`config.mk`:
```
export PLATFORM = sky130hd
export DESIGN_NAME = card_dealer_flat
export DESIGN_NICKNAME = d
export VERILOG_FILES = /design/src/rtl/card_dealer_if.sv /design/src/rtl/card_dealer.sv /design/src/flat_wrapper.sv
export SDC_FILE = /design/constraint.sdc
export NUM_CORES = 1
export LEC_CHECK = 0
export CAP_MARGIN = 20
export CORE_MARGIN = 1.5
export CORE_UTILIZATION = 25
export CTS_BUF_LIST = sky130_fd_sc_hd__clkbuf_8
export DETAILED_ROUTE_END_ITERATION = 10
export SLEW_MARGIN = 30
export SYNTH_ARGS = -nofsm -noshare
export SYNTH_HDL_FRONTEND = slang
export SYNTH_SLANG_ARGS = --single-unit
```
`constraint.sdc`:
```
create_clock -name clk_50M -period 4.51 [get_ports clk_50M]
set_input_delay 0.902 -clock clk_50M [delete_from_list [all_inputs] [get_ports clk_50M]]
set_output_delay 0.902 -clock clk_50M [all_outputs]
set_load 0.05 [all_outputs]
```
`src/rtl/card_dealer_if.sv`:
```
// Handshake and card bus between the game FSM (master) and the card dealer (slave).
interface card_dealer_if #(
    parameter int unsigned WIDTH = 12
);
    logic [WIDTH-1:0] i_Seed;
    logic             i_LoadSeed;
    logic             i_Draw;
    logic             i_Shuffle;
    logic [3:0]       o_Rank;
    logic [1:0]       o_Suit;
    logic [3:0]       o_Value;
    logic             o_Valid;
    logic             o_Busy;
    logic [5:0]       o_CardsLeft;
    logic             o_DeckEmpty;

    modport master (
        output i_Seed, i_LoadSeed, i_Draw, i_Shuffle,
        input  o_Rank, o_Suit, o_Value, o_Valid, o_Busy, o_CardsLeft, o_DeckEmpty
    );

    modport slave (
        input  i_Seed, i_LoadSeed, i_Draw, i_Shuffle,
        output o_Rank, o_Suit, o_Value, o_Valid, o_Busy, o_CardsLeft, o_DeckEmpty
    );
endinterface

```
`src/rtl/card_dealer.sv`:
```
// Deals cards without replacement from a 52-card deck: LFSR picks a start slot,
// then a linear probe walks the dealt mask one bit per cycle to the next free card.
module card_dealer #(
    parameter int unsigned WIDTH     = 12,
    parameter logic [15:0] LFSR_INIT = 16'hACE1
) (
    input  logic         clk_50M,
    input  logic         i_Reset,
    card_dealer_if.slave bus
);
    localparam int unsigned IDX_W    = 6;
    localparam int unsigned LFSR_W   = 16;
    localparam int unsigned DECK     = 52;

    typedef enum logic [1:0] {
        IDLE  = 2'd0,
        PROBE = 2'd1,
        DEAL  = 2'd2
    } state_t;

    state_t              state;
    logic [DECK-1:0]     dealt_mask;
    logic [LFSR_W-1:0]   lfsr;
    logic [IDX_W-1:0]    idx;

    logic [WIDTH-1:0]    seed_w;
    logic [LFSR_W-1:0]   seed_ext;
    logic [LFSR_W-1:0]   lfsr_step;
    logic [IDX_W-1:0]    cand;
    logic [IDX_W-1:0]    rem;
    logic [3:0]          rank_c;
    logic [1:0]          suit_c;
    logic [3:0]          value_c;

    // Seed widening and LFSR feedback (taps 16,14,13,11)
    always_comb begin
        seed_w    = bus.i_Seed;
        seed_ext  = LFSR_W'(seed_w);
        lfsr_step = {lfsr[14:0], lfsr[15] ^ lfsr[13] ^ lfsr[12] ^ lfsr[10]};
        cand      = lfsr[IDX_W-1:0];
    end

    // Slot index to suit/rank/value using compares and subtracts only
    always_comb begin
        suit_c = 2'd0;
        rem    = idx;
        if (idx >= IDX_W'(39)) begin
            suit_c = 2'd3;
            rem    = idx - IDX_W'(39);
        end else if (idx >= IDX_W'(26)) begin
            suit_c = 2'd2;
            rem    = idx - IDX_W'(26);
        end else if (idx >= IDX_W'(13)) begin
            suit_c = 2'd1;
            rem    = idx - IDX_W'(13);
        end
        rank_c = 4'(rem + IDX_W'(1));
        if (rank_c == 4'd1)
            value_c = 4'd11;
        else if (rank_c >= 4'd10)
            value_c = 4'd10;
        else
            value_c = rank_c;
    end

    always_ff @(posedge clk_50M) begin
        if (i_Reset) begin
            state           <= IDLE;
            dealt_mask      <= '0;
            lfsr            <= LFSR_INIT;
            idx             <= '0;
            bus.o_Rank      <= '0;
            bus.o_Suit      <= '0;
            bus.o_Value     <= '0;
            bus.o_Valid     <= 1'b0;
            bus.o_Busy      <= 1'b0;
            bus.o_CardsLeft <= 6'(DECK);
            bus.o_DeckEmpty <= 1'b0;
        end else begin
            // A seed load is independent of the FSM so it never disturbs a draw
            if (bus.i_LoadSeed)
                lfsr <= (seed_ext == '0) ? LFSR_INIT : seed_ext;
            else
                lfsr <= lfsr_step;

            bus.o_Valid <= 1'b0;

            case (state)
                IDLE: begin
                    if (bus.i_Shuffle) begin
                        dealt_mask      <= '0;
                        bus.o_CardsLeft <= 6'(DECK);
                        bus.o_DeckEmpty <= 1'b0;
                    end else if (bus.i_Draw && !bus.o_DeckEmpty) begin
                        idx        <= (cand >= IDX_W'(DECK)) ? cand - IDX_W'(DECK) : cand;
                        bus.o_Busy <= 1'b1;
                        state      <= PROBE;
                    end
                end
                PROBE: begin
                    if (!dealt_mask[idx]) begin
                        dealt_mask[idx] <= 1'b1;
                        bus.o_CardsLeft <= bus.o_CardsLeft - 6'd1;
                        bus.o_DeckEmpty <= (bus.o_CardsLeft == 6'd1);
                        bus.o_Rank      <= rank_c;
                        bus.o_Suit      <= suit_c;
                        bus.o_Value     <= value_c;
                        bus.o_Valid     <= 1'b1;
                        state           <= DEAL;
                    end else begin
                        idx <= (idx == IDX_W'(DECK - 1)) ? '0 : idx + IDX_W'(1);
                    end
                end
                DEAL: begin
                    bus.o_Busy <= 1'b0;
                    state      <= IDLE;
                end
                default: begin
                    bus.o_Busy <= 1'b0;
                    state      <= IDLE;
                end
            endcase
        end
    end
endmodule

```
`src/flat_wrapper.sv`:
```
// flat-port wrapper written by rule: the top's interface ports become plain ports
module card_dealer_flat 
#(
    parameter int unsigned WIDTH     = 12,
    parameter logic [15:0] LFSR_INIT = 16'hACE1
)
  (clk_50M, i_Reset, bus_i_Seed, bus_i_LoadSeed, bus_i_Draw, bus_i_Shuffle, bus_o_Rank, bus_o_Suit, bus_o_Value, bus_o_Valid, bus_o_Busy, bus_o_CardsLeft, bus_o_DeckEmpty);
  card_dealer_if #(.WIDTH(WIDTH)) bus_i ();
  input  logic clk_50M;
  input  logic i_Reset;
  input wire logic [$bits(bus_i.i_Seed)-1:0] bus_i_Seed;
  input wire logic [$bits(bus_i.i_LoadSeed)-1:0] bus_i_LoadSeed;
  input wire logic [$bits(bus_i.i_Draw)-1:0] bus_i_Draw;
  input wire logic [$bits(bus_i.i_Shuffle)-1:0] bus_i_Shuffle;
  output wire logic [$bits(bus_i.o_Rank)-1:0] bus_o_Rank;
  output wire logic [$bits(bus_i.o_Suit)-1:0] bus_o_Suit;
  output wire logic [$bits(bus_i.o_Value)-1:0] bus_o_Value;
  output wire logic [$bits(bus_i.o_Valid)-1:0] bus_o_Valid;
  output wire logic [$bits(bus_i.o_Busy)-1:0] bus_o_Busy;
  output wire logic [$bits(bus_i.o_CardsLeft)-1:0] bus_o_CardsLeft;
  output wire logic [$bits(bus_i.o_DeckEmpty)-1:0] bus_o_DeckEmpty;
  assign bus_i.i_Seed = bus_i_Seed;
  assign bus_i.i_LoadSeed = bus_i_LoadSeed;
  assign bus_i.i_Draw = bus_i_Draw;
  assign bus_i.i_Shuffle = bus_i_Shuffle;
  assign bus_o_Rank = bus_i.o_Rank;
  assign bus_o_Suit = bus_i.o_Suit;
  assign bus_o_Value = bus_i.o_Value;
  assign bus_o_Valid = bus_i.o_Valid;
  assign bus_o_Busy = bus_i.o_Busy;
  assign bus_o_CardsLeft = bus_i.o_CardsLeft;
  assign bus_o_DeckEmpty = bus_i.o_DeckEmpty;
  card_dealer #(.WIDTH(WIDTH), .LFSR_INIT(LFSR_INIT)) u_core (.clk_50M(clk_50M), .i_Reset(i_Reset), .bus(bus_i));
endmodule
```
* Yosys cells after proc, flatten, opt, wreduce, memory -nomap -nowiden
Cells that the tools add are included.
** Storage, ports and cells
- Register bits :: 95
- Word-level logic and storage cells :: 89
** Cells by class
- Bitwise logic cells :: 6
- Add/subtract/negate cells :: 7
- $lt $le $gt $ge :: 7
- Eq/ne operators :: 9
- Multiplexer cells :: 37
- Reduce and logical (&&, ||, !) cells :: 12
** Operators with widths (count)
- 52-bit 2-to-1 mux :: 2
- 52-bit one-hot mux with 2 select lines :: 1
- 52-bit bitwise OR :: 1
- 6-bit 2-to-1 mux :: 7
- 16-bit 2-to-1 mux :: 2
- 6-bit one-hot mux with 2 select lines :: 2
- 4-bit 2-to-1 mux :: 5
- 16-bit logical NOT :: 1
- 6-bit >= comparator, second input constant :: 2
- 2-bit 2-to-1 mux :: 5
- 3-bit AND reduction :: 3
- 1-bit 2-to-1 mux :: 8
- 4-bit subtractor, second input constant :: 2
- 6-bit by 7-bit < comparator with 1-bit output, second input constant :: 1
- 6-bit by 1-bit adder with 6-bit output, second input constant :: 1
- 1-bit binary-select mux with 6-bit select :: 1
- 1-bit demux with 6-bit select :: 1
- 6-bit by 1-bit equality test with 1-bit output, second input constant :: 1
- 6-bit equality test, second input constant :: 1
- 6-bit by 1-bit >= comparator with 1-bit output, second input constant :: 1
- 6-bit by 4-bit >= comparator with 1-bit output, second input constant :: 1
- 6-bit by 5-bit >= comparator with 1-bit output, second input constant :: 1
- 2-bit inequality test, second input constant :: 3
- 6-bit by 1-bit subtractor with 6-bit output, second input constant :: 1
- other kinds (18) :: 24

* Longest topological paths before layout
Gate-level depths: netlist (run 1).
- Depth in word-level cells :: 8
- Depth in mapped cells :: 14
- Depth with buffers taken out :: 12

* Worst setup path before layout (run 1)
OpenSTA, ideal clock, no wires.
- Path kind :: reg-to-reg
- Start point :: reg u_core.idx[1]
- End point :: reg u_core.bus.o_Value[1]
- Period minus slack after synthesis :: 3.153 ns
- Arrival :: 3.031 ns
- Data required time :: 4.388 ns
- Cell stages (with the launch flop) :: 14
- Buffers on the path :: 2
- Path slack :: 1.357 ns
- Cells stage by stage :: dfxtp_1 > buf_4 > buf_6 > inv_1 > ha_1 > nand2b_1 > a311oi_4 > mux2i_1 > o21ai_0 > inv_1 > ha_1 > xnor2_1 > a211o_1 > o311a_1
** Between the ends
- Cells in the longest elaborated chain, start to end :: 8
- Elaborated cells between the ends (all ways) :: 18
** Ends and longest elaborated chain
- start: declaration :: line card_dealer.sv:24 : logic [IDX_W-1:0] idx;
- start signal: assignment :: line card_dealer.sv:95 : idx <= (cand >= IDX_W'(DECK)) ? cand - IDX_W'(DECK) : cand;
- start signal: assignment :: line card_dealer.sv:111 : idx <= (idx == IDX_W'(DECK - 1)) ? '0 : idx + IDX_W'(1);
- 6-bit by 4-bit >= comparator with 1-bit output or 4-bit subtractor (tied branches) :: line card_dealer.sv:53, card_dealer.sv:55
- 4-bit 2-to-1 mux :: line card_dealer.sv:53 : end else if (idx >= IDX_W'(13)) begin
- 4-bit 2-to-1 mux :: line card_dealer.sv:50 : end else if (idx >= IDX_W'(26)) begin
- 4-bit 2-to-1 mux :: line card_dealer.sv:47 : if (idx >= IDX_W'(39)) begin
- 4-bit by 1-bit adder with 4-bit output :: line card_dealer.sv:57 : rank_c = 4'(rem + IDX_W'(1));
- 4-bit >= comparator :: line card_dealer.sv:60 : else if (rank_c >= 4'd10)
- 4-bit 2-to-1 mux :: line card_dealer.sv:60
- 4-bit 2-to-1 mux :: line card_dealer.sv:58 : if (rank_c == 4'd1)
- end signal: assignment :: line card_dealer.sv:107 : bus.o_Value <= value_c;
- end: declaration :: line card_dealer_if.sv:24 : output o_Rank, o_Suit, o_Value, o_Valid, o_Busy, o_CardsLeft, o_DeckEmpty
Parallel ways exist; a longest one is shown, timed or not. The select of a mux whose other input is x is not followed.
A chain may end at the register's enable or synchronous reset.

* Worst setup path in the final report (run 1)
- Start point :: reg u_core.idx[0]
- End point :: reg u_core.bus.o_Value[1]
The elaborated chain is that of the path after synthesis.

==> results of run 1 <==
## per-layer routing
metal | global-route usage, % | vias to the layer above | wire length [um]
met3 | 3.13 | 13 | 494
met4 | 2.69 | 0 | 148
li1 | - | 2050 | -
met1 | 17.5 | 1965 | 5990
met2 | 20.0 | 88 | 5820
met5 | 0 | - | 0
## report_power, final
| part | leakage, nW | switching [mW] | total (mW) | internal, mW |
|---|---|---|---|---|
| Clock | 0.0944 | 0.305 | 0.574 | 0.268 |
| Sequential | 0.771 | 0.0207 | 0.878 | 0.857 |
| Combinational | 1.04 | 0.164 | 0.266 | 0.101 |
## cells in the mapped netlist, types with 3 or more instances
cell	count	share of area, %
dfxtp_1	95	38
nand2_1	75	5.7
nor2_1	46	3.5
o21ai_1	35	3.5
mux2i_1	32	6.5
a21oi_1	21	2.1
ha_1	16	4.0
inv_1	15	1.1
clkbuf_1	14	1.1
nor3_1	11	1.1
o21ai_0	11	1.1
a31oi_1	10	1.3
nand4_1	9	1.1
nor2b_1	9	1.1
a211oi_1	8	1.2
a32oi_1	8	1.4
buf_6	8	1.8
nand2b_1	7	0.88
xnor2_1	7	1.2
buf_2	6	0.61
nand3_1	6	0.61
o31ai_1	6	0.91
a22oi_1	5	0.76
nor4_1	5	0.63
a211o_1	4	0.71
buf_4	3	0.45
clkbuf_8	3	0.83
mux4_2	3	1.4
nand3_2	3	0.61
nand3b_1	3	0.45
o211ai_1	3	0.45
or3_1	3	0.38
## cell families after synthesis
| family | after synthesis | synth area share (%) |
|---|---|---|
| adders and majority gates | 16 | 4.03 |
| DFF | 95 | 38.3 |
| muxes | 36 | 8.04 |
| AOI/OAI and AO/OA | 145 | 20.4 |
| xor gates and xnor gates | 7 | 1.24 |
| buffers and inverters | 51 | 6.05 |
| and+or+nand+nor | 206 | 21.9 |
## metrics by stage
stage / hold slack (ns) / total power, mW / util [%] / setup slack, ns
finish: 0.446 / 1.72 / 29.1 / 0.969
floorplan: 0.415 / 1.09 / - / 1.36
detailed placement: 0.431 / 1.16 / 28.1 / 1.01
global placement: 0.424 / 1.16 / 28.1 / 1.07
global route: 0.472 / 1.80 / 29.1 / 0.684
CTS: 0.451 / 1.73 / 29.1 / 1.01
## path summary, 6_finish.rpt
path / startpoint / end / slack [ns] / cells past startpoint
worst min register to register: u_core.lfsr[14] / u_core.lfsr[15] / 0.45 / 2
worst min-delay path: u_core.lfsr[14] / u_core.lfsr[15] / 0.45 / 2
worst max-delay path: u_core.idx[0] / u_core.bus.o_Value[1] / 0.97 / 10
worst max register to register: u_core.idx[0] / u_core.bus.o_Value[1] / 0.97 / 10
## sequential cells by signal, indices dropped and copies added, names as in the netlist
register / count
u_core.bus.o_Busy: 1
u_core.state: 2
u_core.bus.o_DeckEmpty: 1
u_core.bus.o_CardsLeft: 6
u_core.bus.o_Rank: 4
u_core.bus.o_Value: 4
u_core.bus.o_Valid: 1
u_core.dealt_mask: 52
u_core.lfsr: 16
u_core.bus.o_Suit: 2
u_core.idx: 6
## tightest hold or removal path, stage by stage, from the launching register on
cell and delay, ns:
dfxtp_1 0.31, inv_1 0.04, o21ai_0 0.06
## area by class of cell
cell class	instances	area, sq um
clock buffer	10	138
clock inverter	5	58.8
fill	2102	13800
inverter	15	56.3
multi-input combinational	410	2770
sequential	95	1900
tap	265	332
timing repair buffer	44	413
==> reports/metrics.cfg, run 1 <==
[placement]
globalplace.congestion=0.870
dp_hpwl_um=8810
portBuffers=35
place_inst=829
dpl_cell_area_sq_mm=0.00547

[sta]
fin_crit_ns=3.54
max_freq_ghz=0.282
setup-violations-final=0
report.final.slew_viol_count=0
min_period_over_period_pct=78.5
clock_skew_ns=0.0112
grt_setup_unrepaired=false
final-hold-violation-count=0
worst_pin_slew_ns=0.952
finalSetupTns_ns=0
slew_headroom_pct=36.5

[floorplanning]
ios=36
rows=51
die_w_um=144
die_area_sq_mm=0.0207
coreArea_sq_mm=0.0195
initial_core_util_pct=25.5
dieHeight_um=144

[yosys]
synth_nets=589
synthArstFlopShare_pct=0
ys.flop_type=dfxtp_1
netlist_area_sq_mm=0.00496
ys_seq_area_share_pct=38.3
synth.avg_cell_area_sq_um=8.93
synth_cells=556
synth_edf_count=0
ys_warn_count=0
synthDistinctLibCells=84
synth_seq_cells=95

[worst_setup_path]
critical_path.max_stage_delay_ns=0.85
crit_top_cell=ha_1
crit_fanout=22
critPathSlowestCell=dfxtp_1
end_kind=register
critPathKind=register to register
worstSetupStartpointType=register
crit_buf_inv=1
worstPathCellList=inv_1, ha_1, nor3_4, o2bb2ai_1, o21a_1, or2_2, ha_1, xnor2_1, a211o_1, o311a_1
cp.arrival_ns=3.81
worstPathRequired_ns=4.78
path_delay_family=compound AO/OA/AOI/OAI gates

[clock_tree]
clock_latency_ns=0.37
cts_sinks=95
clockBufferDepth=2
cts_root_buffer=clkbuf_8
cts_setup_buffers=0
cts.repair.resized=0
tritoncts=yes
cts_made_buffers=9
hold_buffers=0
cts-htree-levels=3
cts.clk_slew.worst_paths_ns=0.10

[detailed_routing]
via_per_inst=4.88
drt-initial-drc-count=295
antenna_left=0
routedWlPerCell_um=14.7
via_count=4116
wirelength_um=12400
drc=0
firstDrtPassIters=4

[layout]
fin_area_sq_mm=0.00566
n_antenna_cell=0
syn2layout_area_growth_pct=14.1
most-common-layout-cells=95 x dfxtp_1, 75 x nand2_1, 46 x nor2_1, 35 x o21ai_1, 34 x clkdlybuf4s50_1
final_nets=608
layout_commonest_cell=dfxtp_1
fin_cells=844
drive_gt1_share_pct=10.4

[global_route]
grt_pass1_vias=3912
grt_pass1_wl_um=20700
grt_max_degree=36
antenna_found_initial=0
gr-total-overflow=0
grtUsageTotal_pct=12.7

[flow_run]
cap_violations=0

[outcome]
status=completed

[power_and_ir_drop]
p_leak_nw=1.91
powerDensity_mw_per_mm2=303
max-vdd-ir-drop_mv=0.167

[hold_path]
hold_path.class=register to register

Note: power is estimated with default switching activity, not from simulation.
==> run 2: changes to the inputs <==
==> constraint.sdc (replaced) <==
create_clock -name clk_50M -period 2.84 [get_ports clk_50M]
set_input_delay 0.568 -clock clk_50M [delete_from_list [all_inputs] [get_ports clk_50M]]
set_output_delay 0.568 -clock clk_50M [all_outputs]
set_load 0.05 [all_outputs]
==> reports/metrics.cfg, run 2 (same netlist as run 1, synthesis figures left out) <==
[worst_setup_path]
timing.rr.end=u_core.bus.o_Value[2]
worstSetupStartpointType=register
critPathKind=register to register
startpoint=u_core.idx[1]
crit_path_end=u_core.bus.o_Value[2]
worstPathRequired_ns=3.15
rr_worst_depth=10
ff2ff_setup_slack_ns=0.09
cp.arrival_ns=3.06
end_kind=register
r2r_start=u_core.idx[1]
crit_fanout=7

[layout]
largest_register_ffs=52
regMostFlops=u_core.dealt_mask
syn2layout_area_growth_pct=20.5
final_nets=634
biggestRegsByFlops=u_core.dealt_mask (52), u_core.lfsr (16)
nFillCells=2068
drive_gt1_share_pct=17.3
most-common-layout-cells=93 x dfxtp_1, 75 x nand2_1, 46 x nor2_1, 35 x o21ai_1
fin_cells=871
n_antenna_cell=0
ff_latch_area_sq_mm=0.00191
multi_input_area_sq_mm=0.00284
final_util_pct=30.7
layout_commonest_cell=dfxtp_1

[sta]
fin_crit_ns=2.75
slew_headroom_pct=49.0
worst_pin_slew_ns=0.764
hold_slack_ns=0.443
finalSetupTns_ns=0
final-hold-violation-count=0
report.final.slew_viol_count=0
clock_skew_ns=0.0141
setup-violations-final=0
max_freq_ghz=0.364
min_period_over_period_pct=96.8

[power_and_ir_drop]
p_leak_nw=2.06
powerDensity_mw_per_mm2=483
power_mw=2.89
max-vdd-ir-drop_mv=0.287

[clock_tree]
clockBufferDepth=2
cts_made_buffers=9
hold_buffers=0
cts-htree-levels=3
cts.clk_slew.worst_paths_ns=0.10
cts_sinks=95
clock_latency_ns=0.38
cts_root_buffer=clkbuf_8
tritoncts=yes

[hold_path]
hold_path.class=register to register
min_path_cells=2

[detailed_routing]
wl_met2_um=6040
dr.max_layer_used=met4
wirelength_um=13000
drc=0
antenna_left=0
drt-initial-drc-count=291
met3_length_um=548
wl_met1_um=6230
firstDrtPassIters=5
via_per_inst=4.85
via_count=4221
routedWlPerCell_um=14.9

[floorplanning]
coreArea_sq_mm=0.0195
ios=36
die_w_um=144
rows=51
initial_core_util_pct=25.5
dieHeight_um=144
die_area_sq_mm=0.0207

[global_route]
grtUsageTotal_pct=12.9
grt_pass1_wl_um=21100
grt_pass1_vias=4019
antenna_found_initial=0
grt_max_degree=36
gr-total-overflow=0

[flow_run]
cap_violations=0

[placement]
dp_hpwl_um=9280
portBuffers=35
globalplace.congestion=0.831
place_inst=850

[outcome]
status=completed

[run 2: changes by cell type in the layout (fill, tap and decap cells not counted), moves of 2 or more]
cell	delta
buf_4	+25
ha_1	-4
inv_1	-3
dfxtp_1	-2
ha_2	+2
ha_4	+2
inv_2	+2
inv_6	+2
nor3_1	-2
nor3_2	+2
[run 2: layout make-up]
type / instances / area share [%]
clock buffers: 9 / 2.07
clock inverters: 7 / 1.59
inverters: 15 / 0.983
multi-input cells: 410 / 47.6
flip-flops and latches: 95 / 31.9
well taps: 265 / 5.54
repair buffers: 70 / 10.4
[run 2: layer usage]
layer,track usage [%],up-vias
met4,3.81,0
li1,-,2106
met1,17.8,2016
met5,0,-
met3,2.80,12
met2,20.2,87
[run 2: worst min path at each step]
stage	start	endpoint	slack, ns
floorplan	u_core.lfsr[14]	u_core.lfsr[15]	0.42
global placement	u_core.lfsr[14]	u_core.lfsr[15]	0.42
detailed placement	u_core.dealt_mask[23]	u_core.dealt_mask[23]	0.44
CTS	u_core.lfsr[14]	u_core.lfsr[15]	0.45
global route	u_core.dealt_mask[8]	u_core.dealt_mask[8]	0.47
finish	u_core.lfsr[14]	u_core.lfsr[15]	0.44
[run 2: timing repair]
item	4_1_cts	5_1_grt
setup buffers	0	5
setup endpoints to repair	0	21
resized for setup	0	13
[run 2: metrics by stage]
step | setup WS (ns) | instance area [sq um]
after global routing | -0.0328 | 5980
after global placement | 0.129 | 5680
after detailed placement | 0.0364 | 5680
after floorplan | 0.0171 | 5020
after CTS | 0.0291 | 5890
final | 0.0906 | 5980
[run 2: where the power goes]
part           total, mW  internal [mW]  switching [mW]
Clock               1.00          0.499           0.506
Sequential          1.39           1.36          0.0259
Combinational      0.497          0.207           0.290
[run 2: critical path, stage by stage (launching register included)]
cell      delay (ns)
dfxtp_4         0.40
inv_4           0.07
ha_1            0.18
nand2b_4        0.14
a311oi_4        0.38
mux2i_2         0.34
buf_4           0.15
o221a_1         0.23
a211oi_2        0.12
or4_1           0.52
a21oi_1         0.14
==> run 3: changes to the inputs <==
--- a/config.mk
+++ b/config.mk
@@ -5,11 +5,13 @@
 export SDC_FILE = /design/constraint.sdc
 export NUM_CORES = 1
 export LEC_CHECK = 0
+export ABC_CLOCK_PERIOD_IN_PS = 2840
 export CAP_MARGIN = 20
 export CORE_MARGIN = 1.5
 export CORE_UTILIZATION = 25
 export CTS_BUF_LIST = sky130_fd_sc_hd__clkbuf_8
 export DETAILED_ROUTE_END_ITERATION = 10
+export PLACE_DENSITY = 0.53
 export SLEW_MARGIN = 30
 export SYNTH_ARGS = -nofsm -noshare
 export SYNTH_HDL_FRONTEND = slang
==> reports/metrics.cfg, run 3 (same netlist as run 1, synthesis figures left out) <==
[outcome]
status=completed

[power_and_ir_drop]
power_mw=2.79
p_leak_nw=2.02
max-vdd-ir-drop_mv=0.398
powerDensity_mw_per_mm2=472

[floorplanning]
dieHeight_um=144
rows=51
initial_core_util_pct=25.5
die_area_sq_mm=0.0207
coreArea_sq_mm=0.0195
ios=36
die_w_um=144

[sta]
min_period_over_period_pct=94.4
worst_pin_slew_ns=0.786
finalSetupTns_ns=0
hold_slack_ns=0.443
report.final.slew_viol_count=0
slew_headroom_pct=47.5
grt_setup_unrepaired=false
setup-violations-final=0
fin_crit_ns=2.68
clock_skew_ns=0.0118
max_freq_ghz=0.373
final-hold-violation-count=0

[layout]
drive_gt1_share_pct=15.8
regMostFlops=u_core.dealt_mask
fin_cells=865
most-common-layout-cells=93 x dfxtp_1, 75 x nand2_1, 46 x nor2_1, 36 x o21ai_1, 34 x clkdlybuf4s50_1
final_nets=628
largest_register_ffs=52
biggestRegsByFlops=u_core.dealt_mask (52), u_core.lfsr (16)
layout_commonest_cell=dfxtp_1
n_antenna_cell=0
final_util_pct=30.4
syn2layout_area_growth_pct=19.1

[clock_tree]
cts_root_buffer=clkbuf_8
cts-htree-levels=3
clockBufferDepth=2
tritoncts=yes
cts.clk_slew.worst_paths_ns=0.09
cts_sinks=95
hold_buffers=0
clock_latency_ns=0.38
cts_made_buffers=9

[global_route]
gr-total-overflow=0
grt_max_degree=36
grtUsageTotal_pct=13.3
grt_pass1_vias=4013
grt_pass1_wl_um=21300
antenna_found_initial=0

[placement]
portBuffers=35
place_inst=849
globalplace.congestion=0.846
dp_hpwl_um=9800

[detailed_routing]
wirelength_um=13300
firstDrtPassIters=7
drc=0
antenna_left=0
drt-initial-drc-count=345
via_count=4290
routedWlPerCell_um=15.4
via_per_inst=4.96

[worst_setup_path]
end_kind=register
worstSetupStartpointType=register
critPathKind=register to register
worstPathRequired_ns=3.13
crit_fanout=7
cp.arrival_ns=2.97

[hold_path]
hold_path.class=register to register

[flow_run]
cap_violations=0

run 3: what timing repair did:
action	CTS	global route
gates resized for setup	0	5
setup buffers	0	0
endpoints found under the setup margin	0	11
run 3: critical path, cell delays in order, from the launching register on:
cell and delay, ns:
dfxtp_4 0.37, inv_2 0.14, ha_2 0.25, nand2b_4 0.06, a311oi_4 0.35, mux2i_2 0.31
o21ai_1 0.15, inv_1 0.09, ha_2 0.29, nor3_1 0.24, o31ai_1 0.11, a311oi_1 0.24
run 3: where the power goes:
group | internal, mW | switching (mW)
Combinational | 0.192 | 0.281
Sequential | 1.36 | 0.0273
Clock | 0.435 | 0.495
run 3: area by class of cell:
type / instances / area (sq um)
fillers: 2040 / 13600
flip-flops and latches: 95 / 1910
clock buffers: 10 / 138
repair buffers: 64 / 601
inverters: 15 / 56.3
well taps: 265 / 332
multi-input cells: 410 / 2810
clock inverters: 6 / 68.8
run 3: worst paths after layout:
path | from | endpoint | slack (ns) | depth (start not counted)
setup / recovery | u_core.idx[1] | u_core.bus.o_Value[0] | 0.16 | 11
hold / removal | u_core.lfsr[14] | u_core.lfsr[15] | 0.44 | 2
setup reg to reg | u_core.idx[1] | u_core.bus.o_Value[0] | 0.16 | 11
hold reg to reg | u_core.lfsr[14] | u_core.lfsr[15] | 0.44 | 2
run 3: per-layer routing:
metal / GRT usage [%] / up-vias / wire length [um]
li1: - / 2099 / -
met1: 17.4 / 2074 / 6250
met2: 21.2 / 96 / 6250
met3: 3.73 / 21 / 587
met4: 4.08 / 0 / 231
met5: 0 / - / 0
run 3: stage by stage:
| step | cell area (sq um) | setup WS, ns |
|---|---|---|
| 2_1_floorplan | 5020 | 0.0171 |
| 3_3_place_gp | 5690 | 0.157 |
| 3_5_place_dp | 5690 | 0.105 |
| 4_1_cts | 5900 | 0.0924 |
| 5_1_grt | 5910 | 0.0204 |
| 6_report | 5910 | 0.158 |
